[src/rtl/result_trace_buffer_pkg.sv]
// Shared helpers for the Result-bus trace buffer.
package result_trace_buffer_pkg;

  function automatic bit is_pow2(input int n);
    return (n >= 2) && ((n & (n - 1)) == 0);
  endfunction

endpackage

[src/rtl/result_trace_buffer_if.sv]
// Drain-side valid/ready handshake of the trace buffer.
interface result_trace_buffer_if #(
  parameter int DATA_W = 32
);
  logic [DATA_W-1:0] out_data;
  logic              out_valid;
  logic              out_ready;

  modport master (output out_data, output out_valid, input out_ready);
  modport slave  (input out_data, input out_valid, output out_ready);
endinterface

[src/rtl/result_trace_buffer_sync_fifo.sv]
// Synchronous FIFO: registered storage, free-running pointers, level-based full/empty.
module sync_fifo #(
  parameter int DATA_W = 32,
  parameter int DEPTH  = 16
) (
  input  logic                   clk,
  input  logic                   reset,
  input  logic                   push,
  input  logic                   pop,
  input  logic [DATA_W-1:0]      wr_data,
  output logic [DATA_W-1:0]      rd_data,
  output logic                   full,
  output logic                   empty,
  output logic [$clog2(DEPTH):0] level
);
  localparam int PTR_W = $clog2(DEPTH);
  localparam int LVL_W = PTR_W + 1;
  localparam logic [LVL_W-1:0] DEPTH_L = LVL_W'(DEPTH);

  logic [DATA_W-1:0] mem [DEPTH];
  logic [PTR_W-1:0]  wr_ptr_q, wr_ptr_d;
  logic [PTR_W-1:0]  rd_ptr_q, rd_ptr_d;
  logic [LVL_W-1:0]  level_q, level_d;

  always_comb begin
    wr_ptr_d = wr_ptr_q;
    rd_ptr_d = rd_ptr_q;
    level_d  = level_q;
    if (push) wr_ptr_d = wr_ptr_q + PTR_W'(1);
    if (pop)  rd_ptr_d = rd_ptr_q + PTR_W'(1);
    case ({push, pop})
      2'b10:   level_d = level_q + LVL_W'(1);
      2'b01:   level_d = level_q - LVL_W'(1);
      default: level_d = level_q;
    endcase
  end

  always_ff @(posedge clk) begin
    if (reset) begin
      wr_ptr_q <= '0;
      rd_ptr_q <= '0;
      level_q  <= '0;
    end else begin
      wr_ptr_q <= wr_ptr_d;
      rd_ptr_q <= rd_ptr_d;
      level_q  <= level_d;
    end
  end

  // Storage carries no reset; validity is tracked solely by level_q.
  always_ff @(posedge clk) begin
    if (push) mem[wr_ptr_q] <= wr_data;
  end

  assign rd_data = mem[rd_ptr_q];
  assign empty   = (level_q == '0);
  assign full    = (level_q == DEPTH_L);
  assign level   = level_q;
endmodule

[src/rtl/result_trace_buffer.sv]
// Captures the processor Result bus into a FIFO with optional duplicate
// suppression; overflow is counted and flagged, never back-pressured.
module result_trace_buffer
  import result_trace_buffer_pkg::*;
#(
  parameter int DATA_W = 32,
  parameter int DEPTH  = 16,
  parameter int DEDUP  = 1,
  parameter int CNT_W  = 16
) (
  input  logic                   clk,
  input  logic                   reset,
  input  logic [DATA_W-1:0]      result_in,
  input  logic                   sample_en,
  result_trace_buffer_if.master  drain,
  output logic [$clog2(DEPTH):0] level,
  output logic [CNT_W-1:0]       drop_count,
  output logic                   overflow
);
  if (!is_pow2(DEPTH)) begin : g_depth_chk
    $error("result_trace_buffer: DEPTH must be a power of two and >= 2");
  end

  function automatic logic [CNT_W-1:0] sat_inc(input logic [CNT_W-1:0] v);
    return (&v) ? v : v + CNT_W'(1);
  endfunction

  logic [DATA_W-1:0] last_acc_q, last_acc_d;
  logic              has_last_q, has_last_d;
  logic [CNT_W-1:0]  drop_count_q, drop_count_d;
  logic              overflow_q, overflow_d;

  logic              offer, push, pop, full, empty;
  logic [DATA_W-1:0] rd_data;

  always_comb begin
    offer        = sample_en &&
                   ((DEDUP == 0) || !has_last_q || (result_in != last_acc_q));
    pop          = !empty && drain.out_ready;
    push         = offer && (!full || pop);
    last_acc_d   = last_acc_q;
    has_last_d   = has_last_q;
    drop_count_d = drop_count_q;
    overflow_d   = overflow_q;
    if (push) begin
      last_acc_d = result_in;
      has_last_d = 1'b1;
    end else if (offer) begin
      // A dropped value leaves last_acc alone so a repeat of it is retried.
      drop_count_d = sat_inc(drop_count_q);
      overflow_d   = 1'b1;
    end
  end

  always_ff @(posedge clk) begin
    if (reset) begin
      last_acc_q   <= '0;
      has_last_q   <= 1'b0;
      drop_count_q <= '0;
      overflow_q   <= 1'b0;
    end else begin
      last_acc_q   <= last_acc_d;
      has_last_q   <= has_last_d;
      drop_count_q <= drop_count_d;
      overflow_q   <= overflow_d;
    end
  end

  sync_fifo #(
    .DATA_W (DATA_W),
    .DEPTH  (DEPTH)
  ) u_fifo (
    .clk     (clk),
    .reset   (reset),
    .push    (push),
    .pop     (pop),
    .wr_data (result_in),
    .rd_data (rd_data),
    .full    (full),
    .empty   (empty),
    .level   (level)
  );

  assign drain.out_data  = rd_data;
  assign drain.out_valid = !empty;
  assign drop_count      = drop_count_q;
  assign overflow        = overflow_q;
endmodule

[src/flat_wrapper.sv]
// flat-port wrapper written by rule: the top's interface ports become plain ports
module result_trace_buffer_flat import result_trace_buffer_pkg::*;
#(
  parameter int DATA_W = 32,
  parameter int DEPTH  = 16,
  parameter int DEDUP  = 1,
  parameter int CNT_W  = 16
)
  (clk, reset, result_in, sample_en, level, drop_count, overflow, drain_out_data, drain_out_valid, drain_out_ready);
  result_trace_buffer_if #(.DATA_W(DATA_W)) drain_i ();
  input  logic clk;
  input  logic reset;
  input  logic [DATA_W-1:0] result_in;
  input  logic sample_en;
  output logic [$clog2(DEPTH):0] level;
  output logic [CNT_W-1:0] drop_count;
  output logic overflow;
  output wire logic [$bits(drain_i.out_data)-1:0] drain_out_data;
  output wire logic [$bits(drain_i.out_valid)-1:0] drain_out_valid;
  input wire logic [$bits(drain_i.out_ready)-1:0] drain_out_ready;
  assign drain_out_data = drain_i.out_data;
  assign drain_out_valid = drain_i.out_valid;
  assign drain_i.out_ready = drain_out_ready;
  result_trace_buffer #(.DATA_W(DATA_W), .DEPTH(DEPTH), .DEDUP(DEDUP), .CNT_W(CNT_W)) u_core (.clk(clk), .reset(reset), .result_in(result_in), .sample_en(sample_en), .drain(drain_i), .level(level), .drop_count(drop_count), .overflow(overflow));
endmodule
[config.mk]
export PLATFORM = sky130hd
export DESIGN_NAME = result_trace_buffer_flat
export DESIGN_NICKNAME = d
export VERILOG_FILES = /design/src/rtl/result_trace_buffer_pkg.sv /design/src/rtl/result_trace_buffer_if.sv /design/src/rtl/result_trace_buffer_sync_fifo.sv /design/src/rtl/result_trace_buffer.sv /design/src/flat_wrapper.sv
export SDC_FILE = /design/constraint.sdc
export NUM_CORES = 1
export LEC_CHECK = 0
export ABC_CLOCK_PERIOD_IN_PS = 4220
export BUFFER_PORTS_ARGS = -buffer_cell sky130_fd_sc_hd__buf_2
export CAP_MARGIN = 15
export CORE_MARGIN = 8
export CORE_UTILIZATION = 50
export CTS_CLUSTER_SIZE = 30
export DETAILED_ROUTE_END_ITERATION = 6
export PLACE_DENSITY = 0.7
export SYNTH_ARGS = -nofsm -noshare
export SYNTH_HDL_FRONTEND = slang
export SYNTH_SLANG_ARGS = --single-unit
[constraint.sdc]
create_clock -name clk -period 4.22 [get_ports clk]
set_input_delay 0 -clock clk [delete_from_list [all_inputs] [get_ports clk]]
set_output_delay 0 -clock clk [all_outputs]
set_load 0.03 [all_outputs]
# Word-level counts from Yosys, hierarchy flattened
# Memory sizes are Yosys's and may differ from the RTL's. A register that Yosys moved wholly into a read port is not among the register bits.
# Index checks and enable logic that the tools add are counted.
# word_totals
reg_bits	63
ramBits	512
input_bits	36
output_inout_bits	55
wordCells	37
mem_count	1
# mem_list
name	words	word_bits	read_ports	rd_clocked_by_memory_dff	wr	line_no	text
u_core.u_fifo.mem	16	32	1	1	1	result_trace_buffer_sync_fifo.sv:20	logic [DATA_W-1:0] mem [DEPTH];
# classes
addsub	5
eq_ne	4
mux	5
n_bitwise	2
reduce_logical	13
# ops
cell	count
$ne A32 B32 Y1	1
$add A16 B1 Y16 const B	1
$reduce_and A16 Y1	1
$pmux W5 S2	1
$add A4 B1 Y4 const B	2
$mux W4	2
$add A5 B1 Y5 const B	1
$eq A5 B5 Y1 const B	1
$logic_not A5 Y1	1
$sub A5 B1 Y5 const B	1
$logic_and A1 B1 Y1	3
$logic_not A1 Y1	3
$reduce_and A3 Y1	1
$eq A2 B1 Y1 const B	1
$eq A2 B2 Y1 const B	1
$logic_or A1 B1 Y1	2
$mux W1	2
$not A1 Y1	2
$reduce_and A2 Y1	1
$reduce_bool A2 Y1	1

# Logic depth before layout (Yosys ltp)
# Gate-level depths: netlist (run 1).
# logic_depth
ltp_word	7
depth_mapped	11
depth_no_buf	11

# Hierarchy
# From an unflattened synthesis (run 1), not the netlist that was laid out.
# hier_totals
cells_unflattened	1209
hier_area_um2	22788.1
# by_module_without_submodules
module	n_inst	cells_per_inst	area_each_um2	seq_area_each_um2
sync_fifo	1	899	20116.8	15715.1
result_trace_buffer	1	310	2671.3	1001.0

# Worst setup path after synthesis (run 1)
# No wires, ideal clock.
# synth_timing
path_kind	reg-to-reg
start	register u_core.u_fifo.level_q[0] (netlist: u_core.u_fifo.level[0])
end	memory u_core.u_fifo.mem[0][0], enable pin
setup_ns	0.461
t_arrival_ns	3.777
t_required_ns	3.759
slack_ns	-0.019
path_stages_with_launch	9
n_path_buf	3
period_less_slack_ns	4.239
cell_sequence	dfxtp_1 -> or4_1 -> or3b_2 -> nor2b_1 -> buf_2 -> buf_6 -> buf_6 -> nand2_1 -> nor3_1
# synth_via
elab_chain_cells	7
word_cells_on_any_way	9
classes_between	eq/ne (1); mux (2); reduce/logical (6)
# synth_lines
item	line_no	text
start, declared	result_trace_buffer_sync_fifo.sv:23	logic [LVL_W-1:0] level_q, level_d;
start signal, assigned	result_trace_buffer_sync_fifo.sv:46	level_q <= level_d;
$logic_not A5 Y1	result_trace_buffer_sync_fifo.sv:56	assign empty = (level_q == '0);
$logic_not A1 Y1	result_trace_buffer.sv:39	pop = !empty && drain.out_ready;
$logic_and A1 B1 Y1	result_trace_buffer.sv:39	
$logic_or A1 B1 Y1 *	result_trace_buffer.sv:40	push = offer && (!full || pop);
$logic_and A1 B1 Y1 *	result_trace_buffer.sv:40	
$mux W1 *	result_trace_buffer_sync_fifo.sv:52	if (push) mem[wr_ptr_q] <= wr_data;
$mux W1 (not written as such) *	result_trace_buffer_sync_fifo.sv:52	
end, declared	result_trace_buffer_sync_fifo.sv:20	
# Mark *: on every way between the ends. The rest lies on a longest branch, timed or not.

# Worst setup path after layout (run 1)
# layout_timing
start	register u_core.last_acc_q[14]
end	memory u_core.u_fifo.mem[7][16], enable pin
# layout_via
elab_chain_cells	6
# layout_lines
item	line_no	text
start, declared	result_trace_buffer.sv:28	logic [DATA_W-1:0] last_acc_q, last_acc_d;
start signal, assigned	result_trace_buffer.sv:62	last_acc_q <= last_acc_d;
$ne A32 B32 Y1	result_trace_buffer.sv:38	((DEDUP == 0) || !has_last_q || (result_in != last_acc_q));
$logic_or A1 B1 Y1	result_trace_buffer.sv:38	
$logic_and A1 B1 Y1	result_trace_buffer.sv:37	offer = sample_en &&
$logic_and A1 B1 Y1	result_trace_buffer.sv:40	
$mux W1	result_trace_buffer_sync_fifo.sv:52	
$mux W1 (not written as such)	result_trace_buffer_sync_fifo.sv:52	
# Every way passes these cells.

==> results.yml, run 1 <==
floorplan:
  die_y_um: 227.8
  rows: 77
  die_area_mm2: 0.05191
  ios: 91
  dieWidth_um: 227.8
  core_mm2: 0.04422
  start_util_pct: 50.74
yosys:
  syn_nets: 1110
  yosysMostFrequentCell: "edfxtp_1"
  syn_area_mm2: 0.02244
  yosys_register_bits: 579
  syn_inst: 1064
  netlist_top_cells_area: "edfxtp_1, mux4_2, dfxtp_1, mux2i_1, nor2_1"
  synth_top_area_share_pct: 68.53
  synth_edf_count: 512
  synth-async-reset-ratio_pct: 0
  yosysWarnings: 0
  syn_avg_cell_area_um2: 21.09
  synth_ff_type: "edfxtp_1"
  yosysUniqueCellTypes: 42
  yosys.area.top_type: "edfxtp_1"
  synth.cells.most_frequent: "edfxtp_1, mux4_2, nor2_1, dfxtp_1"
  ys_seq_area_share_pct: 74.50
route:
  num_vias: 10810
  ant_nets: 0
  wirelength_met1_mm: 19.53
  initialDrtViolationCount: 1015
  finalWirelength_mm: 47.87
  top_layer_used: "met4"
  routedWlPerCell_um: 25.54
  viasPerCell: 5.767
  dr.pass1.iters: 5
  drc: 0
  dr_wl_met2_mm: 24.19
  met3_length_mm: 3.061
timing:
  hold_violations: 0
  max_freq_mhz: 281.7
  rsz0062_at_grt: "no"
  setup_viol: 0
  worstMarginPinSlew_ps: 1073
  finalCritPeriodShare_pct: 84.12
  min_period_ps: 3550
  setup_tns_ps: 0
  skew_ps: 15.85
  slew_violations: 0
  max_slew_margin_pct: 28.45
cells_and_area:
  nets: 1281
  fin_cells: 1874
  syn2layout_area_growth_pct: 16.37
  utilization_pct: 59.04
  drive_gt1_share_pct: 32.01
  multi_input_area_mm2: 0.005599
  seq_area_mm2: 0.01673
  fill_cells: 3132
grt:
  grt_max_degree: 72
  grt_pass1_vias: 11400
  grt_use_total_pct: 18.48
  grt_overflow: 0
  grt_pass1_wl_mm: 72.82
  antenna_found_initial: 1
power:
  vdd_ir_drop_max_v: 0.0004102
  fin_total_pwr_mw: 14.32
  powerDensity_mw_per_mm2: 548.3
  cellLeakagePower_nw: 8.480
placed_design:
  dp_cells: 1734
  io_buffers: 90
  place_congestion: 0.7703
  dp_hpwl_mm: 27.61
cts:
  post-cts-setup-buffers: 0
  clk_pin_slew_worst_paths_ps: 70
  cts_buffer_depth: 3
  root_buffer: "clkbuf_16"
  cts-htree-levels: 2
  numCtsBuffers: 56
  clk_latency_ps: 600
  cts_tree: "built"
  cts.sinks: 579
worst_setup_path:
  worstRegToRegCells: 9
  startpoint_type: "flop"
  reg2reg_slack_ps: 670
  end_kind: "flop"
  timing.critical_path.arrival_ps: 3810
  path_class: "flop to flop"
  cp.required_ps: 4480
  regToRegEndpoint: "u_core.u_fifo.mem[7][16]"
  reg2reg_from: "u_core.last_acc_q[14]"
  critPathMaxFanout: 18
min_path:
  whs_endpoint: "u_core.overflow"
  holdCritStartpoint: "sample_en"
  hp-class: "primary input to flop"
  min_path_cells: 6
run:
  maxCapViolCount: 0
run_status:
  status: "finished clean"
==> report_power, final <==
| part | leakage (nW) | internal, mW | total, mW | switching, mW |
|---|---|---|---|---|
| Clock | 0.906 | 2.91 | 4.95 | 2.05 |
| Combinational | 2.40 | 1.35 | 2.76 | 1.40 |
| Sequential | 5.17 | 6.41 | 6.61 | 0.193 |
==> logic make-up after synthesis <==
kind of cell             count (synthesis)  share of synthesized area [%]
buffers and inverters                   59                          1.149
AND/OR/NAND/NOR                        152                          3.430
flip-flops                             579                          74.50
adder cells (fa/ha/maj)                 10                         0.5911
AO/OA/AOI/OAI                           14                         0.4796
XOR/XNOR                                48                          1.874
multiplexers                           202                          17.97
==> worst max-delay path, cell delays in order (launching register included) <==
cell     delay [ps]
dfxtp_1         350
xor2_1          170
nor4_1           90
nand4_1         160
o31ai_4         100
buf_4           210
nor2b_4         520
nand2_1         390
nor2_4          770
buf_4           430
==> state kept, by name (all words and copies together), names as in the netlist, named ones only <==
name,cells
u_core.drop_count,16
u_core.u_fifo.level,5
u_core.u_fifo.rd_ptr_q,4
u_core.last_acc_q,32
u_core.u_fifo.wr_ptr_q,4
u_core.u_fifo.mem,512
u_core.overflow,1
u_core.has_last_q,1
==> cell type report <==
cell class | instances | area share (%)
Clock inverter | 26 | 0.9776
Tap cell | 592 | 2.837
Antenna cell | 1 | 0.009584
Timing Repair Buffer | 168 | 4.581
Clock buffer | 78 | 6.033
Inverter | 4 | 0.05750
Multi-Input combinational cell | 426 | 21.44
Sequential cell | 579 | 64.06
==> routing by layer <==
| layer | track usage [%] | up-vias |
|---|---|---|
| li1 | - | 4698 |
| met1 | 24.53 | 5699 |
| met2 | 30.98 | 343 |
| met3 | 3.562 | 68 |
| met4 | 5.348 | 0 |
| met5 | 0 | - |
==> placed cells by master (no fill, tap or decap), drive strengths merged, types with 2 or more instances in the layout <==
cell type / synthesis / routed
edfxtp: 512 / 512
mux4: 160 / 160
buf: 20 / 134
clkbuf: 35 / 78
nor2: 74 / 74
dfxtp: 67 / 67
mux2i: 35 / 35
dlygate4sd3: 0 / 34
xnor2: 29 / 29
xor2: 19 / 19
clkinv: 0 / 19
nand2: 11 / 11
nor4: 11 / 11
nand3: 10 / 10
ha: 9 / 9
nand4: 8 / 8
nor2b: 8 / 8
a21oi: 7 / 7
mux2: 7 / 7
and3: 6 / 6
inv: 4 / 6
nor3: 6 / 6
nand2b: 5 / 5
bufinv: 0 / 5
a21o: 3 / 3
and2: 3 / 3
or4: 2 / 2
and4: 2 / 2
nor4b: 2 / 2
a31o: 2 / 2
==> metrics by stage <==
stage	instance area, um^2	worst slack [ps]	hold slack (ps)
after global routing	26110	461.8	118.3
after detailed placement	23920	640.2	330.5
after floorplan	22450	270.1	98.87
after global placement	23920	770.2	337.0
final	26110	670.1	105.1
after CTS	26090	664.9	79.79
==> timing repair <==
item | 4_1_cts | 5_1_grt
hold endpoints to repair | 567 | 0
resized for setup | 0 | 0
hold buffers | 34 | 0
==> how the worst max path moves through the flow <==
stage                                start                        end  slack, ps  depth (start not counted)
floorplan           u_core.u_fifo.level[0]    u_core.u_fifo.mem[3][0]        270                          6
global placement             result_in[14]  u_core.u_fifo.mem[15][24]        770                         10
detailed placement           result_in[14]   u_core.u_fifo.mem[7][21]        640                         10
CTS                   u_core.last_acc_q[4]   u_core.u_fifo.mem[7][16]        660                          9
global route         u_core.last_acc_q[14]    u_core.u_fifo.mem[7][1]        460                          9
finish               u_core.last_acc_q[14]   u_core.u_fifo.mem[7][16]        670                          9
(Power assumes the default switching activity.)
==> run 2, diff against run 1 <==
--- a/config.mk
+++ b/config.mk
@@ -5,14 +5,14 @@
 export SDC_FILE = /design/constraint.sdc
 export NUM_CORES = 1
 export LEC_CHECK = 0
-export ABC_CLOCK_PERIOD_IN_PS = 4220
+export ABC_CLOCK_PERIOD_IN_PS = 3300
 export BUFFER_PORTS_ARGS = -buffer_cell sky130_fd_sc_hd__buf_2
 export CAP_MARGIN = 15
 export CORE_MARGIN = 8
 export CORE_UTILIZATION = 50
 export CTS_CLUSTER_SIZE = 30
 export DETAILED_ROUTE_END_ITERATION = 6
-export PLACE_DENSITY = 0.7
+export PLACE_DENSITY = 0.68
 export SYNTH_ARGS = -nofsm -noshare
 export SYNTH_HDL_FRONTEND = slang
 export SYNTH_SLANG_ARGS = --single-unit
==> constraint.sdc (replaced) <==
create_clock -name clk -period 3.3 [get_ports clk]
set_input_delay 0 -clock clk [delete_from_list [all_inputs] [get_ports clk]]
set_output_delay 0 -clock clk [all_outputs]
set_load 0.03 [all_outputs]
==> run 2 against run 1 <==
Compared with the run above:
- clock skew rose by 4.9 ps
- clock power rose by 28%
- cell count rose by 1.3%
==> results.yml, run 2 (synthesis gave the netlist of run 1 again) <==
floorplan:
  die_area_mm2: 0.05191
  ios: 91
  dieWidth_um: 227.8
  start_util_pct: 50.74
  core_mm2: 0.04422
  die_y_um: 227.8
  rows: 77
route:
  num_vias: 11020
  drc: 0
  finalWirelength_mm: 49.77
  viasPerCell: 5.803
  dr.pass1.iters: 5
  routedWlPerCell_um: 26.21
  initialDrtViolationCount: 961
  ant_nets: 0
cts:
  clk_latency_ps: 610
  cts.sinks: 579
  cts_tree: "built"
  cts-htree-levels: 2
  root_buffer: "clkbuf_16"
  cts_buffer_depth: 3
  numCtsBuffers: 57
  clk_pin_slew_worst_paths_ps: 60
cells_and_area:
  nets: 1304
  top_register: "u_core.u_fifo.mem"
  final_common_cell: "edfxtp_1"
  final_cell_mix: "edfxtp_1, mux4_2, buf_2"
  utilization_pct: 59.84
  drive_gt1_share_pct: 32.98
  largest_reg_flops: 512
  fin_cells: 1899
  stdcell_area_mm2: 0.02646
  fill_cells: 3121
  syn2layout_area_growth_pct: 17.94
  n_antenna_cell: 0
grt:
  grt_overflow: 0
  use_met3_pct: 3.686
  grt_max_degree: 68
  grt_use_total_pct: 19.00
  antenna_found_initial: 0
  grt_util_met2_pct: 30.86
  met1_usage_pct: 26.67
  grt_pass1_wl_mm: 74.55
  grt_most_used_layer: "met2"
  grt_pass1_vias: 11520
placed_design:
  dp_hpwl_mm: 28.39
  dp_slack_ps: 40.15
  io_buffers: 90
  place_congestion: 0.7576
  dpl-instance-area_mm2: 0.02422
  dp_cells: 1753
worst_setup_path:
  critPathMaxFanout: 5
  startpoint_type: "flop"
  timing.critical_path.arrival_ps: 3700
  end_kind: "flop"
  reg2reg_slack_ps: 130
  path_class: "flop to flop"
  cp.required_ps: 3830
power:
  vdd_ir_drop_max_v: 0.0006189
  cellLeakagePower_nw: 8.606
  fin_total_pwr_mw: 18.44
  powerDensity_mw_per_mm2: 696.9
run_status:
  status: "finished clean"
min_path:
  hp-class: "primary input to flop"
timing:
  finalCritPeriodShare_pct: 96.00
  whs_ps: 112.0
  slew_violations: 0
  min_period_ps: 3168
  hold_violations: 0
  skew_ps: 20.73
  setup_tns_ps: 0
  rsz0062_at_grt: "yes"
  setup_slack_ps: 132.0
  max_slew_margin_pct: 22.11
  setup_viol: 0
  max_freq_mhz: 315.7
  worstMarginPinSlew_ps: 1166
run:
  maxCapViolCount: 0
-- run 2: area by class of cell --
class / count / area (um^2) / area share [%]
inverter: 4 / 15.01 / 0.05674
multi-input combinational: 426 / 5607 / 21.19
timing repair buffer: 190 / 1524 / 5.759
sequential: 579 / 16730 / 63.21
tap: 592 / 740.7 / 2.799
clock buffer: 81 / 1640 / 6.199
clock inverter: 27 / 209.0 / 0.7896
-- run 2: power breakdown --
group          total (mW)  internal, mW  switching, mW
Combinational        3.74          1.79           1.95
Sequential           8.34          8.20          0.136
Clock                6.36          3.68           2.67
Total                18.4          13.7           4.76
-- run 2: critical path: stages, from the launching register on --
cell and delay [ps]:
dfxtp_1 320, xnor2_1 170, nand4_1 100, or4_1 610
o31ai_4 350, and2_2 270, fa_1 220, a21o_1 110
a21oi_1 70, or4b_1 520, and3b_1 210, nor3_2 140
-- run 2: what timing repair did --
action | in CTS | in global routing
hold endpoints to repair | 571 | 0
setup buffers | 0 | 3
hold buffers | 34 | 0
endpoints found under the setup margin | 0 | 9
gates resized for setup | 0 | 1
-- run 2: final timing paths --
path | from | to | cells past startpoint
worst max-delay path | u_core.last_acc_q[7] | u_core.u_fifo.level[4] | 11
worst min-delay path | sample_en | u_core.u_fifo.level[1] | 5
worst max register to register | u_core.last_acc_q[7] | u_core.u_fifo.level[4] | 11
worst min register to register | u_core.has_last_q | u_core.has_last_q | 2
-- run 2: routing by layer --
metal	part of all wire, %	up-vias
li1	-	4750
met1	43	5834
met2	49	369
met3	6.2	66
met4	1.6	0
met5	0	-
